===== src/rtl/duc_stream_pkg.sv =====
// Shared types and constants for the DUC ready-only stream source.
//   state_e  : source FSM states (prime the FIFO cushion, or stream).
//   UF_CNT_W : width of the saturating underflow event counter.
package duc_stream_pkg;

  typedef enum logic {
    ST_PRIME  = 1'b0,
    ST_STREAM = 1'b1
  } state_e;

  localparam int UF_CNT_W = 16;

endpackage


===== src/rtl/duc_stream_fifo_mem.sv =====
// Sample storage for the stream source FIFO: 2^DEPTH_LOG2 x WIDTH registers.
// Ports:
//   i_clock  : write clock (rising edge)
//   i_we     : write enable
//   i_waddr  : write address
//   i_wdata  : write data
//   i_raddr  : read address
//   o_rdata  : combinational read data at i_raddr
// Contents are not reset; the owning FIFO's pointers define what is valid.
module duc_stream_fifo_mem #(
  parameter int WIDTH      = 16,
  parameter int DEPTH_LOG2 = 4
) (
  input  logic                  i_clock,
  input  logic                  i_we,
  input  logic [DEPTH_LOG2-1:0] i_waddr,
  input  logic [WIDTH-1:0]      i_wdata,
  input  logic [DEPTH_LOG2-1:0] i_raddr,
  output logic [WIDTH-1:0]      o_rdata
);

  logic [WIDTH-1:0] mem_q [2**DEPTH_LOG2];

  always_ff @(posedge i_clock) begin
    if (i_we) begin
      mem_q[i_waddr] <= i_wdata;
    end
  end

  assign o_rdata = mem_q[i_raddr];

endmodule


===== src/rtl/duc_stream_source.sv =====
// Transmit end of the DUC ready-only sample stream.
// A producer writes valid-tagged samples into a small FIFO. The consumer has
// no valid qualifier: it takes o_out_data at every edge where i_out_ready=1.
// The source therefore first primes PRIME_LEVEL samples of cushion, then
// streams; if starved while streaming it emits zero, counts an underflow and
// re-primes.
// Ports:
//   i_clock, i_reset_n       : clock, async active-low reset
//   i_in_data, i_in_valid    : producer sample and its valid
//   o_in_ready               : registered FIFO-not-full (next level < depth)
//   o_out_data, i_out_ready  : registered consumer sample, consumer take strobe
//   o_streaming              : 1 while in ST_STREAM (FSM state visibility)
//   o_level                  : FIFO occupancy 0..2^DEPTH_LOG2
//   o_underflow              : sticky underflow flag
//   o_underflow_count        : saturating underflow event count
//   i_clear_underflow        : synchronous clear of flag and count
// Handshake: producer side is valid/ready -- a sample transfers at an edge
// where i_in_valid && o_in_ready; a producer seeing o_in_ready=0 must hold
// its sample. Consumer side is ready-only -- o_out_data is consumed at every
// edge with i_out_ready=1, whether or not it carries real data.
module duc_stream_source
  import duc_stream_pkg::*;
#(
  parameter int WIDTH       = 16,
  parameter int DEPTH_LOG2  = 4,
  parameter int PRIME_LEVEL = 8   // legal range 1..2^DEPTH_LOG2
) (
  input  logic                  i_clock,
  input  logic                  i_reset_n,
  input  logic [WIDTH-1:0]      i_in_data,
  input  logic                  i_in_valid,
  output logic                  o_in_ready,
  output logic [WIDTH-1:0]      o_out_data,
  input  logic                  i_out_ready,
  output logic                  o_streaming,
  output logic [DEPTH_LOG2:0]   o_level,
  output logic                  o_underflow,
  output logic [UF_CNT_W-1:0]   o_underflow_count,
  input  logic                  i_clear_underflow
);

  localparam int                    DEPTH     = 2**DEPTH_LOG2;
  localparam logic [DEPTH_LOG2:0]   FULL_LVL  = (DEPTH_LOG2+1)'(DEPTH);
  localparam logic [DEPTH_LOG2:0]   PRIME_LVL = (DEPTH_LOG2+1)'(PRIME_LEVEL);
  localparam logic [DEPTH_LOG2:0]   LVL_ONE   = (DEPTH_LOG2+1)'(1);
  localparam logic [DEPTH_LOG2-1:0] PTR_ONE   = DEPTH_LOG2'(1);
  localparam logic [UF_CNT_W-1:0]   CNT_ONE   = UF_CNT_W'(1);

  state_e                  state_q, state_d;
  logic [DEPTH_LOG2-1:0]   wr_ptr_q, wr_ptr_d;
  logic [DEPTH_LOG2-1:0]   rd_ptr_q, rd_ptr_d;
  logic [DEPTH_LOG2:0]     level_q, level_d;
  logic                    in_ready_q, in_ready_d;
  logic [WIDTH-1:0]        out_data_q, out_data_d;
  logic                    uf_flag_q, uf_flag_d;
  logic [UF_CNT_W-1:0]     uf_count_q, uf_count_d;

  logic                    push;
  logic                    pop;
  logic                    uf_event;
  logic [WIDTH-1:0]        rd_data;

  assign push = i_in_valid && in_ready_q;

  duc_stream_fifo_mem #(
    .WIDTH      (WIDTH),
    .DEPTH_LOG2 (DEPTH_LOG2)
  ) u_mem (
    .i_clock (i_clock),
    .i_we    (push),
    .i_waddr (wr_ptr_q),
    .i_wdata (i_in_data),
    .i_raddr (rd_ptr_q),
    .o_rdata (rd_data)
  );

  // FSM next state and output sample. Pops are decided from the registered
  // level only, so a sample written at this edge is never popped at it.
  always_comb begin
    state_d    = state_q;
    out_data_d = out_data_q;
    pop        = 1'b0;
    uf_event   = 1'b0;
    case (state_q)
      ST_PRIME: begin
        out_data_d = '0;
        // i_out_ready is deliberately ignored on the priming pop.
        if (level_q >= PRIME_LVL) begin
          pop        = 1'b1;
          out_data_d = rd_data;
          state_d    = ST_STREAM;
        end
      end
      ST_STREAM: begin
        if (i_out_ready) begin
          if (level_q != '0) begin
            pop        = 1'b1;
            out_data_d = rd_data;
          end else begin
            uf_event   = 1'b1;
            out_data_d = '0;
            state_d    = ST_PRIME;
          end
        end
      end
      default: begin
        state_d    = ST_PRIME;
        out_data_d = '0;
      end
    endcase
  end

  // FIFO bookkeeping.
  always_comb begin
    wr_ptr_d = push ? (wr_ptr_q + PTR_ONE) : wr_ptr_q;
    rd_ptr_d = pop  ? (rd_ptr_q + PTR_ONE) : rd_ptr_q;
    case ({push, pop})
      2'b10:   level_d = level_q + LVL_ONE;
      2'b01:   level_d = level_q - LVL_ONE;
      default: level_d = level_q;
    endcase
    in_ready_d = (level_d < FULL_LVL);
  end

  // Underflow flag/counter. A clear coinciding with an event leaves exactly
  // that one event recorded.
  always_comb begin
    uf_flag_d  = uf_flag_q;
    uf_count_d = uf_count_q;
    if (i_clear_underflow) begin
      uf_flag_d  = uf_event;
      uf_count_d = uf_event ? CNT_ONE : '0;
    end else if (uf_event) begin
      uf_flag_d = 1'b1;
      if (uf_count_q != '1) begin
        uf_count_d = uf_count_q + CNT_ONE;
      end
    end
  end

  always_ff @(posedge i_clock or negedge i_reset_n) begin
    if (!i_reset_n) begin
      state_q    <= ST_PRIME;
      wr_ptr_q   <= '0;
      rd_ptr_q   <= '0;
      level_q    <= '0;
      in_ready_q <= 1'b0;
      out_data_q <= '0;
      uf_flag_q  <= 1'b0;
      uf_count_q <= '0;
    end else begin
      state_q    <= state_d;
      wr_ptr_q   <= wr_ptr_d;
      rd_ptr_q   <= rd_ptr_d;
      level_q    <= level_d;
      in_ready_q <= in_ready_d;
      out_data_q <= out_data_d;
      uf_flag_q  <= uf_flag_d;
      uf_count_q <= uf_count_d;
    end
  end

  assign o_in_ready        = in_ready_q;
  assign o_out_data        = out_data_q;
  assign o_streaming       = (state_q == ST_STREAM);
  assign o_level           = level_q;
  assign o_underflow       = uf_flag_q;
  assign o_underflow_count = uf_count_q;

endmodule


===== config.mk =====
export PLATFORM = sky130hd
export DESIGN_NAME = duc_stream_source
export DESIGN_NICKNAME = d
export VERILOG_FILES = /design/src/rtl/duc_stream_pkg.sv /design/src/rtl/duc_stream_fifo_mem.sv /design/src/rtl/duc_stream_source.sv
export SDC_FILE = /design/constraint.sdc
export NUM_CORES = 1
export LEC_CHECK = 0
export BUFFER_PORTS_ARGS = -buffer_cell sky130_fd_sc_hd__buf_2
export CORE_UTILIZATION = 55
export CTS_CLUSTER_SIZE = 16
export DETAILED_ROUTE_END_ITERATION = 10
export GPL_ROUTABILITY_DRIVEN = 0
export PLACE_DENSITY = 0.73
export SYNTH_ARGS = -nofsm -noshare
export SYNTH_HDL_FRONTEND = slang
export SYNTH_SLANG_ARGS = --single-unit

===== constraint.sdc =====
create_clock -name i_clock -period 7.8 [get_ports i_clock]
set_input_delay 1.56 -clock i_clock [delete_from_list [all_inputs] [get_ports i_clock]]
set_output_delay 1.56 -clock i_clock [all_outputs]
set_load 0.01 [all_outputs]

==> results.txt, run 1 <==
Slew Limit Headroom: 24.1%
core area: 22600 sq um
antenna violations before repair: 0
Layout Skew: 0.00935 ns
cells on worst reg2reg path: 10
# DRC: 0
Cell Count Post-Placement: 1087
Rows: 55
Net Sw Frac: 30.7%
outcome: complete, no violations
CTS tree: done
share of layout cells above drive strength 1: 27.1%
CP Launch Type: input pin
Clk pwr share: 29.4%
register-to-register setup slack: 4.55 ns
Post-DP HPWL: 15.2 mm
area of the multi-input gates: 3530 sq um
max_cap viols: 0
Psw: 1.46 mW
fmax: 254 MHz
Yosys cell types: 50
root buffer selected by CTS: clkbuf_16
top-area cell type share of the netlist area: 60.8%
Tmin final: 3.94 ns
final net count: 865
RSZ-0062 raised after global routing: false
first-pass GRT wire length: 40.8 mm
Internal Power: 3.31 mW
logic gate share of total power: 26.6%
initial drt markers: 489
number of synthesized flops with an enable pin: 256
Final TNS setup: 0 ns
max-slew violations: 0
synth top area cells: edfxtp_1 61%, dfrtp_1 9.5%, mux4_2 5.9%
Die X: 154 um
GRT Total Usage: 22.9%
Post-Route WL: 26.2 mm
register area: 8900 sq um
most common cell after layout, fill and taps aside: edfxtp_1
drt first pass iters: 6
Final Setup Violations: 0
Fill cells: 1558
vias in the first global route: 7132
final worst slack: 3.86 ns
Final Cycle Share: 50.5%
clock latency at the later pin of the worst-skew pair: 0.55 ns
worst vdd ir: 210 uV
Required @ worst endpoint: 8.22 ns
height of the die: 154 um
most frequent cells in the layout: 256 x edfxtp_1, 60 x buf_2, 46 x nand2_1
Leak Pwr: 5.07 nW
Final Hold Fails: 0
placed inst area: 13300 sq um
actual slew at the worst max-slew pin: 1.14 ns
Netlist Area Pre-Place: 12600 sq um
syn_nets: 803
Mean Syn Cell Area: 16.4 sq um
Arr. time, crit path: 4.36 ns
Final Core Density: 63.1%
min-delay src: o_out_data[4]$_DFFE_PN0P_
design area: 14200 sq um
main flop type after synthesis: edfxtp_1
post-CTS sizing: 0
gr ovfl total: 0
H-tree level count: 1
reg2reg start: o_streaming$_DFF_PN0_
non-filler instance count after layout: 1142
sequential share of power: 44.0%
Pwr Density: 335 nW/um^2
via count: 7008
largest net degree at the start of global routing: 84
Bufs on Longest Clock Path: 3
Hold EP: o_out_data[4]$_DFFE_PN0P_
Async SR Flop Fraction: 15.8%
Setup Buffers After CTS: 0
cells after synthesis: 772
Hold WC Path Type: reg2reg
CTS clk-pin slew, worst paths: 0.06 ns
worst hold slack: 0.495 ns
Ports: 61
crit path kind: in2reg
Setup crit start: i_out_ready
Hold Path Depth: 2
Antenna Nets Post-Route: 0
total CTS buffers: 30
Sink Count: 304
I/O Buffers: 60
worst-path fanout max: 23
Ys Warns: 0
Syn-to-layout area delta: 12.6%
Via density: 6.14
Synth area leader: edfxtp_1
Die ar.: 23600 sq um
crit path capture type: flip-flop
WL/cell: 22.9 um
pre-CTS WS: 3.31 ns
sequential cell area fraction in the yosys report: 70.3%
Post-CTS Hold Buffers: 0
number of diodes: 0
post-synthesis register bit count: 304
post-layout power: 4.77 mW
initial core utilization: 56.0%
cell usage after synthesis, types with 2 or more instances:
cell type,n
clkbuf_1,29
nand2b_1,8
nand3_1,22
mux2i_1,15
edfxtp_1,256
nand2_1,46
o21ai_0,22
dfrtp_1,48
nor2b_1,13
o221a_2,16
a211oi_1,24
xor2_1,5
and2_1,3
mux4_2,33
buf_2,17
xnor2_1,7
o31ai_1,3
nand4_1,7
and4_1,3
inv_1,8
buf_4,3
and3_1,3
and3b_1,31
nor3_1,22
nor2_1,28
or4_1,2
ha_1,10
nand3b_1,3
a21oi_1,8
o2111ai_1,15
mux2_2,43
state kept, by name, summed over array words and instances, names as in the netlist, named ones only:
signal / flops
wr_ptr_q: 4
o_underflow: 1
rd_ptr_q: 4
o_underflow_count: 16
o_level: 4
u_mem.mem_q: 256
o_out_data: 16
o_in_ready: 1
o_streaming: 1
layer usage:
metal  vias to the layer above  part of all wire, %  global-route usage (%)
met1                      3586                   42                    30.5
met2                       210                   51                    39.6
li1                       3170                    -                       -
met5                         -                    0                       0
met4                         0                  1.5                    5.90
met3                        42                  5.4                    3.41
kinds of logic after synthesis:
kind of cell             share of synthesized area [%]
AO/OA/AOI/OAI                                     6.07
XOR/XNOR                                         0.831
adder cells (fa/ha/maj)                          0.990
buffers and inverters                             2.07
flip-flops                                        70.3
multiplexers                                      10.9
AND/OR/NAND/NOR                                   8.84
worst max-delay path: stages:
cell	delay [ns]
buf_2	0.11
nor2b_2	0.80
a211oi_4	0.05
buf_4	0.28
ha_1	0.34
xor2_1	0.21
ha_1	0.25
o211a_1	0.23
o31ai_1	0.22
a31oi_1	0.13
xor2_1	0.18
power groups by stage:
stage	clock, mW	combinational, mW	sequential (mW)
finish	1.40	1.27	2.10
floorplan	0	0.968	2.06
global placement	0	1.23	2.12
detailed placement	0	1.27	2.13
CTS	1.43	1.28	2.10
global route	1.49	1.39	2.12
final cells by class:
cell class              count  area share, %
clock buffers              36           5.50
clock inverters            19           1.33
well taps                 285           2.50
flip-flops and latches    304           62.5
multi-input cells         409           24.8
inverters                   8          0.211
repair buffers             81           3.22
how the worst max path moves through the flow:
| stage | end | cells past startpoint |
|---|---|---|
| 2_1_floorplan | flip-flop | 12 |
| 3_3_place_gp | flip-flop | 11 |
| 3_5_place_dp | flip-flop | 11 |
| 4_1_cts | flip-flop | 11 |
| 5_1_grt | flip-flop | 11 |
| 6_report | flip-flop | 11 |
(Power assumes the default switching activity.)
==> run 2, diff against run 1 <==
clock period = 3.97 ns   (was 7.8 ns; I/O delays follow)
==> results.txt, run 2 (synthesis gave the netlist of run 1 again) <==
Post-CTS Hold Buffers: 0 (unchanged)
Tmin final: 2.92 ns
# DRC: 0 (unchanged)
Largest register FFs: 256 (unchanged)
H-tree level count: 1 (unchanged)
Rows: 55 (unchanged)
via count: 7129 (+1.7%)
Bufs on Longest Clock Path: 3 (unchanged)
Antenna Nets Post-Route: 0 (unchanged)
CP Launch Type: flip-flop
I/O Buffers: 60 (unchanged)
area of the multi-input gates: 3530 sq um (unchanged)
Cell Count Post-Placement: 1092 (+0.46%)
gr ovfl total: 0 (unchanged)
Slew Limit Headroom: 21.8% (-2.3 points)
max-slew violations: 0 (unchanged)
Arr. time, crit path: 3.34 ns (-1.02 ns)
worst vdd ir: 428 uV (+100%)
Post-Route WL: 26.2 mm (-0.13%)
worst-path fanout max: 9 (-61%)
Leak Pwr: 5.07 nW (about the same)
WL/cell: 22.8 um (-0.65%)
Fill cells: 1602 (+2.8%)
share of layout cells above drive strength 1: 27.1% (+0.044 points)
logic gate share of total power: 25.7% (-0.9 points)
register area: 8900 sq um (unchanged)
post-CTS sizing: 0 (unchanged)
most frequent cells in the layout: 256 x edfxtp_1, 60 x buf_2, 46 x nand2_1
Pwr Density: 652 nW/um^2 (+95%)
initial core utilization: 56.0% (unchanged)
Layout Skew: 0.0259 ns (+0.0165 ns)
Psw: 2.89 mW (+97%)
Syn-to-layout area delta: 12.6% (about the same)
Die X: 154 um (unchanged)
fmax: 342 MHz
initial drt markers: 651 (+33%)
Biggest register: u_mem.mem_q
core area: 22600 sq um (unchanged)
Final Cycle Share: 73.6%
clock latency at the later pin of the worst-skew pair: 0.57 ns (+0.02 ns)
RSZ-0062 raised after global routing: false
outcome: complete, no violations
root buffer selected by CTS: clkbuf_16
non-filler instance count after layout: 1148 (+0.53%)
Final Core Density: 63.1% (about the same)
worst hold slack: 0.244 ns (-0.251 ns)
Net Sw Frac: 31.1% (+0.47 points)
vias in the first global route: 7103 (-0.41%)
largest net degree at the start of global routing: 60 (-29%)
sequential share of power: 45.9% (+1.9 points)
CTS clk-pin slew, worst paths: 0.06 ns (about the same)
crit path kind: reg2reg
Final TNS setup: 0 ns (unchanged)
max_cap viols: 0 (unchanged)
Sink Count: 304 (unchanged)
CTS tree: done
actual slew at the worst max-slew pin: 1.17 ns (+0.0344 ns)
Setup Buffers After CTS: 0 (unchanged)
Die ar.: 23600 sq um (unchanged)
most common cell after layout, fill and taps aside: edfxtp_1
Required @ worst endpoint: 4.39 ns (-3.83 ns)
height of the die: 154 um (unchanged)
Hold WC Path Type: in2async
register-to-register setup slack: 1.05 ns (-3.50 ns)
number of diodes: 0 (unchanged)
antenna violations before repair: 0 (unchanged)
final net count: 870 (+0.58%)
post-layout power: 9.28 mW (+94%)
first-pass GRT wire length: 40.5 mm (-0.90%)
Post-DP HPWL: 16.1 mm (+5.8%)
Via density: 6.21 (+1.2%)
Clk pwr share: 28.4% (-1.0 points)
Internal Power: 6.39 mW (+93%)
total CTS buffers: 30 (unchanged)
Ports: 61 (unchanged)
Final Setup Violations: 0 (unchanged)
crit path capture type: flip-flop
Final Hold Fails: 0 (unchanged)
drt first pass iters: 5 (-1)
GRT Total Usage: 22.5% (-0.37 points)
run 2: changes by cell type in the layout (fill, tap and decap cells not counted), sizes merged:
cell | previous run | this run
clkinv | 14 | 13
buf | 81 | 86
clkinvlp | 1 | 2
bufinv | 3 | 1
inv | 9 | 8
clkbuf | 36 | 40
run 2: through the flow:
| step | worst slack [ns] | area (sq um) |
|---|---|---|
| 3_3_place_gp | 1.05 | 13300 |
| 4_1_cts | 1.09 | 14200 |
| 3_5_place_dp | 0.914 | 13300 |
| 5_1_grt | 0.877 | 14200 |
| 6_report | 1.05 | 14200 |
| 2_1_floorplan | 0.851 | 12600 |
run 2: routing by layer:
| layer | track usage [%] | part of all wire [%] | routed length (um) |
|---|---|---|---|
| met3 | 3.64 | 6.9 | 1810 |
| met1 | 31.4 | 42 | 10900 |
| met4 | 5.67 | 1.9 | 507 |
| met2 | 37.4 | 49 | 12900 |
| met5 | 0 | 0 | 0 |
run 2: critical path, cell delays in order, from the launching register on:
cell      delay, ns
dfrtp_1        0.48
nor3_1         0.59
a211oi_4       0.14
ha_1           0.33
xor2_1         0.19
ha_1           0.23
o211a_1        0.24
o31ai_1        0.28
a31oi_1        0.12
xor2_1         0.18
run 2: cell type report:
| class | count | area share (%) |
|---|---|---|
| repair buffers | 86 | 3.48 |
| flip-flops and latches | 304 | 62.5 |
| well taps | 285 | 2.51 |
| multi-input cells | 409 | 24.8 |
| clock buffers | 40 | 5.61 |
| inverters | 8 | 0.211 |
| clock inverters | 16 | 0.905 |
run 2: worst paths after layout:
path                                           start                          to  cells past startpoint
setup / recovery              o_level[0]$_DFFE_PN0N_                   flip-flop                      9
min in group i_clock       o_out_data[2]$_DFFE_PN0P_   o_out_data[2]$_DFFE_PN0P_                      2
hold / removal                             i_reset_n  o_out_data[15]$_DFFE_PN0P_                      1
max in group asynchronous                  i_reset_n     rd_ptr_q[2]$_DFFE_PN0P_                      2
setup reg to reg              o_level[0]$_DFFE_PN0N_                   flip-flop                      9
hold reg to reg            o_out_data[2]$_DFFE_PN0P_   o_out_data[2]$_DFFE_PN0P_                      2
run 2: power groups by stage:
stage,sequential (mW),combinational [mW],clock [mW]
6_report,4.26,2.38,2.64
5_1_grt,4.31,2.57,2.80
4_1_cts,4.26,2.39,2.68
3_5_place_dp,4.32,2.37,0
3_3_place_gp,4.30,2.30,0
2_1_floorplan,4.04,1.90,0
==> run 3, diff against run 2 <==
clock period = 3.01 ns   (was 3.97 ns; I/O delays follow)
==> results.txt, run 3 (synthesis gave the netlist of run 1 again) <==
actual slew at the worst max-slew pin: 0.904 ns (-0.269 ns)
CTS tree: done
Final Hold Fails: 0 (unchanged)
Final TNS setup: 0 ns (unchanged)
Pwr Density: 875 nW/um^2 (+34%)
fmax: 372 MHz (+8.6%)
height of the die: 154 um (unchanged)
Syn-to-layout area delta: 14.5%
most common cell after layout, fill and taps aside: edfxtp_1
via count: 7280 (+2.1%)
Psw: 3.87 mW (+34%)
initial drt markers: 696 (+6.9%)
share of layout cells above drive strength 1: 29.3% (+2.2 points)
gr ovfl total: 0 (unchanged)
largest net degree at the start of global routing: 53 (-12%)
Cell Count Post-Placement: 1108 (+1.5%)
Tmin final: 2.69 ns (-0.232 ns)
final net count: 887 (+2.0%)
non-filler instance count after layout: 1165 (+1.5%)
I/O Buffers: 60 (unchanged)
Clk pwr share: 30.2% (+1.8 points)
most frequent cells in the layout: 256 x edfxtp_1, 60 x buf_2, 46 x nand2_1
CP delay by family, top: compound AO/OA/AOI/OAI gates
CP Launch Type: flip-flop
antenna violations before repair: 0 (unchanged)
CP peak stage delay: 0.49 ns (-0.10 ns)
Hold WC Path Type: in2reg
Post-Route WL: 27.3 mm (+4.5%)
WL/cell: 23.5 um (+3.0%)
logic gate share of total power: 26.8% (+1.1 points)
CTS clk-pin slew, worst paths: 0.06 ns (about the same)
crit path cell chain: nor2_1 > a211oi_4 > ha_1 > xor2_1 > ha_1 > o211a_1 > o31ai_1 > a31oi_1 > xor2_1
Slowest-stage cell, CP: dfrtp_1
max-slew violations: 0 (unchanged)
vias in the first global route: 7242 (+2.0%)
GRT Total Usage: 23.9% (+1.4 points)
Required @ worst endpoint: 3.44 ns (-0.95 ns)
Fill cells: 1580 (-1.4%)
Internal Power: 8.80 mW (+38%)
Final Setup Violations: 0 (unchanged)
core area: 22600 sq um (unchanged)
# DRC: 0 (unchanged)
RSZ-0062 raised after global routing: false
first-pass GRT wire length: 42.5 mm (+5.1%)
Largest register FFs: 256 (unchanged)
Slew Limit Headroom: 39.7% (+18 points)
Leak Pwr: 5.21 nW (+2.8%)
H-tree level count: 1 (unchanged)
sequential share of power: 43.0% (-2.9 points)
CP bufs+invs: 0 (unchanged)
initial core utilization: 56.0% (unchanged)
crit path kind: reg2reg
worst vdd ir: 571 uV (+33%)
Die ar.: 23600 sq um (unchanged)
clock latency at the later pin of the worst-skew pair: 0.56 ns (about the same)
drt first pass iters: 5 (unchanged)
Antenna Nets Post-Route: 0 (unchanged)
max_cap viols: 0 (unchanged)
Setup Buffers After CTS: 0 (unchanged)
Rows: 55 (unchanged)
Post-DP HPWL: 16.7 mm (+3.5%)
Sink Count: 304 (unchanged)
Final Core Density: 64.2% (+1.1 points)
root buffer selected by CTS: clkbuf_16
Layout Skew: 0.0134 ns (-0.0125 ns)
crit path capture type: flip-flop
Bufs on Longest Clock Path: 3 (unchanged)
Die X: 154 um (unchanged)
design area: 14500 sq um (+1.7%)
placed inst area: 13400 sq um (+1.0%)
Via density: 6.25 (+0.63%)
number of diodes: 0 (unchanged)
Ports: 61 (unchanged)
outcome: complete, no violations
total CTS buffers: 30 (unchanged)
Arr. time, crit path: 3.11 ns (-0.23 ns)
Final Cycle Share: 89.3% (+16 points)
worst-path fanout max: 9 (unchanged)
Biggest register: u_mem.mem_q
Net Sw Frac: 30.6% (-0.57 points)
## run 3: changes by cell type in the layout (fill, tap and decap cells not counted)
cell and delta:
buf_12 +1, buf_4 +15, bufinv_16 +3, clkbuf_1 -3, clkbuf_8 +2, clkinv_1 -4, clkinv_16 -1, clkinv_2 -1
clkinv_4 +2, clkinv_8 +1, dlygate4sd3_1 +1, inv_6 +1, nor3_1 -1, nor3_2 +1
## run 3: cell type report
cell class | instances | area [sq um] | area share (%)
inverter | 8 | 30.0 | 0.207
sequential | 304 | 8900 | 61.4
timing repair buffer | 103 | 638 | 4.41
tap | 285 | 357 | 2.46
clock buffer | 39 | 815 | 5.63
multi-input combinational | 409 | 3530 | 24.4
clock inverter | 17 | 211 | 1.46
## run 3: timing repair
action,4_1_cts,5_1_grt
hold buffers,1,0
endpoints found under the hold margin,18,0
endpoints found under the setup margin,0,1
gates resized for setup,0,1
## run 3: layer usage
metal / routed length, um / up-vias / GRT usage, %
met2: 13500 / 314 / 39.4
li1: - / 3209 / -
met5: 0 / - / 0
met1: 11300 / 3708 / 32.7
met4: 696 / 0 / 7.24
met3: 1850 / 49 / 4.31
## run 3: worst paths after layout
| kind | start | end | slack, ns | depth (start not counted) |
|---|---|---|---|---|
| worst max-delay path | o_level[1]$_DFFE_PN0N_ | flip-flop | 0.32 | 9 |
| worst min-delay path | i_in_data[13] | u_mem.mem_q[10][13]$_DFFE_PP_ | 0.42 | 1 |
| worst max register to register | o_level[1]$_DFFE_PN0N_ | flip-flop | 0.32 | 9 |
| worst min register to register | o_out_data[3]$_DFFE_PN0P_ | o_out_data[3]$_DFFE_PN0P_ | 0.49 | 2 |
| max in group asynchronous | i_reset_n | o_out_data[10]$_DFFE_PN0P_ | 1.84 | 3 |
| min in group asynchronous | i_reset_n | o_level[2]$_DFFE_PN0N_ | 0.53 | 2 |
## run 3: stage by stage
| step | hold slack, ns | setup WS [ns] | power [mW] |
|---|---|---|---|
| floorplan | 0.306 | 0.0831 | 7.83 |
| global placement | 0.468 | 0.337 | 8.76 |
| detailed placement | 0.474 | 0.177 | 8.90 |
| CTS | 0.401 | 0.165 | 12.7 |
| global route | 0.420 | 0.174 | 13.2 |
| finish | 0.424 | 0.322 | 12.7 |
## run 3: power by group through the flow
stage               Clock (mW)  Combinational (mW)  Sequential, mW
floorplan                    0                2.51            5.33
global placement             0                3.28            5.49
detailed placement           0                3.39            5.52
CTS                       3.88                3.41            5.44
global route              4.03                3.68            5.50
finish                    3.83                3.40            5.45
## run 3: worst register-to-register path, delay by kind of cell, from the launching register on
family,cells,cell delay (ns)
AOI/OAI and AO/OA,4,0.69
adders and majority gates,2,0.57
DFF,1,0.49
and+or+nand+nor,1,0.44
xor gates and xnor gates,2,0.38
